[src/rtl/sync_filter.sv]
// Multi-channel asynchronous input synchronizer with per-channel glitch filter
// and registered single-cycle rise/fall pulses.
`timescale 1ns/1ps

module sync_filter #(
  parameter int unsigned       WIDTH      = 2,
  parameter int unsigned       STAGES     = 2,
  parameter int unsigned       FILTER_LEN = 3,
  parameter logic [WIDTH-1:0]  RST_VAL    = '0
) (
  input  logic             clk,
  input  logic             n_rst,
  input  logic [WIDTH-1:0] async_in,
  output logic [WIDTH-1:0] sync_out,
  output logic [WIDTH-1:0] rise,
  output logic [WIDTH-1:0] fall
);

  // Counter only needs to reach FILTER_LEN-1; keep at least one bit.
  localparam int unsigned CW = (FILTER_LEN < 2) ? 1 : $clog2(FILTER_LEN + 1);
  localparam logic [CW-1:0] CNT_LAST = CW'(FILTER_LEN - 1);

  if (STAGES < 2) begin : g_bad_stages
    $fatal(1, "sync_filter: STAGES must be at least 2");
  end

  if (FILTER_LEN < 1) begin : g_bad_filter
    $fatal(1, "sync_filter: FILTER_LEN must be at least 1");
  end

  for (genvar i = 0; i < WIDTH; i++) begin : g_ch
    logic [STAGES-1:0] stage;
    logic              s;
    logic              f;
    logic              f_next;
    logic [CW-1:0]     cnt;
    logic [CW-1:0]     cnt_next;
    logic              rise_r;
    logic              fall_r;

    // Plain flop chain: nothing may sit between these registers.
    always_ff @(posedge clk or negedge n_rst) begin
      if (!n_rst) begin
        stage <= {STAGES{RST_VAL[i]}};
      end else begin
        stage <= {stage[STAGES-2:0], async_in[i]};
      end
    end

    assign s = stage[STAGES-1];

    always_comb begin
      f_next   = f;
      cnt_next = '0;
      if (s != f) begin
        if (cnt == CNT_LAST) begin
          f_next = s;
        end else begin
          cnt_next = cnt + 1'b1;
        end
      end
    end

    always_ff @(posedge clk or negedge n_rst) begin
      if (!n_rst) begin
        f      <= RST_VAL[i];
        cnt    <= '0;
        rise_r <= 1'b0;
        fall_r <= 1'b0;
      end else begin
        f      <= f_next;
        cnt    <= cnt_next;
        rise_r <= f_next & ~f;
        fall_r <= ~f_next & f;
      end
    end

    assign sync_out[i] = f;
    assign rise[i]     = rise_r;
    assign fall[i]     = fall_r;
  end

endmodule

[config.mk]
export PLATFORM = sky130hd
export DESIGN_NAME = sync_filter
export DESIGN_NICKNAME = d
export VERILOG_FILES = /design/src/rtl/sync_filter.sv
export SDC_FILE = /design/constraint.sdc
export NUM_CORES = 1
export LEC_CHECK = 0
export ABC_AREA = 0
export CAP_MARGIN = 40
export CORE_AREA = 4 4 41 43
export DETAILED_ROUTE_END_ITERATION = 8
export DIE_AREA = 0 0 45 47
export PLACE_DENSITY_LB_ADDON = 0.25
export SLEW_MARGIN = 0
export SYNTH_ARGS = -nofsm -noshare
export SYNTH_HDL_FRONTEND = slang
export SYNTH_SLANG_ARGS = --single-unit
[constraint.sdc]
create_clock -name clk -period 2.4 [get_ports clk]
set_input_delay 0.72 -clock clk [delete_from_list [all_inputs] [get_ports clk]]
set_output_delay 0.72 -clock clk [all_outputs]
set_load 0.1 [all_outputs]
# == Yosys cells after proc, flatten, opt, wreduce, memory -nomap -nowiden ==
# Cells that the tools add are included.
# Widths: inputs -> output; s select.
# totals
register_bits,14
in_bits,4
wordCells,32
# op_classes
addsub,2
n_eq_ne,4
mux,8
n_bitwise,8
# ops
op,count
$mux 2,4
$add 2x1->2 const B,2
$and 1x1->1,4
$eq 2x2->1 const B,2
$mux 1,4
$not 1->1,4
$ne 1x1->1,2

# == Depth between registers and ports, before layout ==
# depth
word_depth,5
depth_mapped,2
depth_no_buf,2

# == Least setup slack after synthesis ==
# Ideal clock, no wire load.
# synth_path
path_kind,reg-to-output
start,register g_ch[1].f
end,output port sync_out[1]
arrival_ns,0.680
required_ns,1.680
slack_ns,1.000
path_stages_with_launch,2
n_path_buf,1
path_cell_list,dfrtp_1 > buf_4
# synth_rtl
element,line_no,rtl
start: declaration,34,logic f;
start signal: assignment,66,f <= RST_VAL[i];
start signal: assignment,71,f <= f_next;
end: declaration,14,"output logic [WIDTH-1:0] sync_out,"
# No word-level cell between the ends.

# == Final worst setup path ==
# layout_path
start,register g_ch[1].f
end,output port sync_out[1]
# No word-level cell between the ends.

==> reports/results.ini <==
[setup_path]
crit_start = g_ch[1].f
crit_fanout = 5
r2r_end = g_ch[1].f
path_class = register to output pin
path_delay_family = flip-flops
r2r_cells = 2
path_buf_inv = 1
cp-start-kind = register
slowest_stage = dfrtp_1
cp.required_ns = 1.68
critPathMaxStageDelay_ns = 0.42
arrival_ns = 1.01
ff2ff_setup_slack_ns = 1.44
cp-end-kind = output pin
crit_chain = buf_4
r2r-start = g_ch[1].cnt[0]

[cells_and_area]
drive_gt1_share_pct = 32.5
area_delta_synth_final_pct = 13.6
antenna_cells = 0
final_cells = 55
nets = 46
fin_area_um2 = 597

[detailed_routing]
drcViolationCount = 0
wire_per_inst_um = 11.3
drt_iter0_drc = 3
wl_um = 620
num_vias = 258
first_pass_iters = 2
ant_nets = 0
via_per_inst = 4.69

[synth]
synth_top_area_share_pct = 66.7
yosysWarningCount = 0
ys_types = 7
synth_area_leaders = dfrtp_1, buf_4, nor3b_1, mux2_4, nand2b_4
synth_area_per_cell_um2 = 15.5
synth_top_family_by_area = simple AND/OR/NAND/NOR gates
yosys.area_share.simple_pct = 15.7
synth_compound_area_share_pct = 0
netlist_instances = 34
mappedNetlistArea_um2 = 526
synth_top_cell_by_area = dfrtp_1
syn_nets = 38
synth_seq_cells = 14
synthMuxAreaShare_pct = 5.71
yosysSeqAreaShare_pct = 66.7
synth-xor-area-share_pct = 3.33
yosys.area_share.adder_pct = 0

[run]
cap_violations = 0

[clock_network]
cts_num_sinks = 14
htreeDepth = 1
clk_latency_ns = 0.27
hold_buffers = 0
clkTransAtPathRegs_ns = 0.07
clk_path_buf_depth = 2
post_cts_resized = 0
cts_post_setup_buffers_inserted = 0
cts_root_buf = clkbuf_4
numCtsBuffers = 3
cts_tree = done

[placement]
placed_cells_incl_taps = 52
port_buffers = 9
place_area_um2 = 574
hpwl_um = 471
gp_congestion = 0.603

[sta]
fin_crit_sh_pct = 72.1
period_needed_ns = 1.73
fin_setup_tns_ns = 0
final_max_slew_viol_count = 0
fin_skew_ns = 0.000240
setup_viol = 0
rsz0062_at_grt = no
worst_slew_pin_slew_ns = 0.568
hold_viol = 0
max_freq_mhz = 578
relSlewSlack_pct = 62.0

[power]
power_density_nw_per_um2 = 1370
leakage_nw = 0.278
ir_drop_mv = 0.426

[worst_hold_path]
hold_path.class = register to register
min_from = g_ch[1].stage[0]
holdPathStages = 0
min_to = g_ch[1].stage[1]

[grt]
grt_pass1_wl_um = 979
antenna_found_initial = 0
grt_pass1_vias = 256
grt_overflow = 0
track_usage_pct = 7.29
grt_max_degree = 15

[floorplanning]
coreArea_um2 = 1300
pin_count = 10
row_count = 13
chipWidth_um = 45
dieArea_um2 = 2120
floorplan.initialDensity_pct = 40.4
fp.dieH_um = 47

[status]
status = complete, no violations

[layout make-up]
cell class	count	area, um^2
Clock buffer	3	22.5
Tap cell	15	18.8
Sequential cell	14	350
Timing Repair Buffer	9	75.1
Fill cell	121	704
Multi-Input combinational cell	14	130
[worst max path at each step]
stage                                end  cells past startpoint
after global placement         g_ch[1].f                      1
after detailed placement  g_ch[1].fall_r                      1
after global routing         sync_out[1]                      1
final                        sync_out[1]                      1
after CTS                    sync_out[0]                      1
after floorplan              sync_out[1]                      1
[sequential cells by signal, indices dropped and copies added, names as in the netlist]
name,flops
g_ch.stage,4
g_ch.f,2
g_ch.rise_r,2
g_ch.fall_r,2
g_ch.cnt,4
[logic make-up (layout without fill, tap and decap cells)]
family | count (synthesis) | in the layout
DFF | 14 | 14
muxes | 2 | 2
and+or+nand+nor | 10 | 10
xor gates and xnor gates | 2 | 2
buffers and inverters | 6 | 12
[per-stage QoR]
stage | utilization, % | worst slack [ns] | power, mW | hold WS (ns)
finish | 45.9 | 0.669 | 0.820 | 0.358
global route | 45.9 | 0.623 | 0.856 | 0.366
CTS | 45.9 | 0.652 | 0.834 | 0.358
detailed placement | 44.1 | 0.869 | 0.706 | 0.341
global placement | 44.1 | 0.922 | 0.695 | 0.333
floorplan | - | 1.00 | 0.671 | 0.331
[power breakdown]
part | leakage, nW | total, mW | switching (mW) | internal [mW]
clock | 0.0138 | 0.122 | 0.0644 | 0.0581
sequential | 0.178 | 0.346 | 0.0542 | 0.292
combinational | 0.0859 | 0.351 | 0.233 | 0.119
total | 0.278 | 0.820 | 0.351 | 0.469
[per-layer routing]
metal / part of all wire [%] / track usage [%] / wire length (um) / vias up
li1: - / - / - / 119
met1: 38 / 6.62 / 238 / 123
met2: 44 / 9.89 / 270 / 13
met3: 13 / 3.83 / 82 / 3
met4: 4.5 / 10.5 / 28 / 0
met5: 0 / 0 / 0 / -
[placed cells by master (no fill, tap or decap), drive strengths merged]
cell type,netlist,routed
nor3,2,2
mux2,2,2
dfrtp,14,14
clkdlybuf4s50,0,3
xnor2,2,2
nand2b,2,2
clkbuf,0,3
nor3b,6,6
buf,6,6
[synth_stat cells (all sizes together)]
library cell	n
buf	6
dfrtp	14
mux2	2
nand2b	2
nor3	2
nor3b	6
xnor2	2
Note: power is estimated with default switching activity, not from simulation.
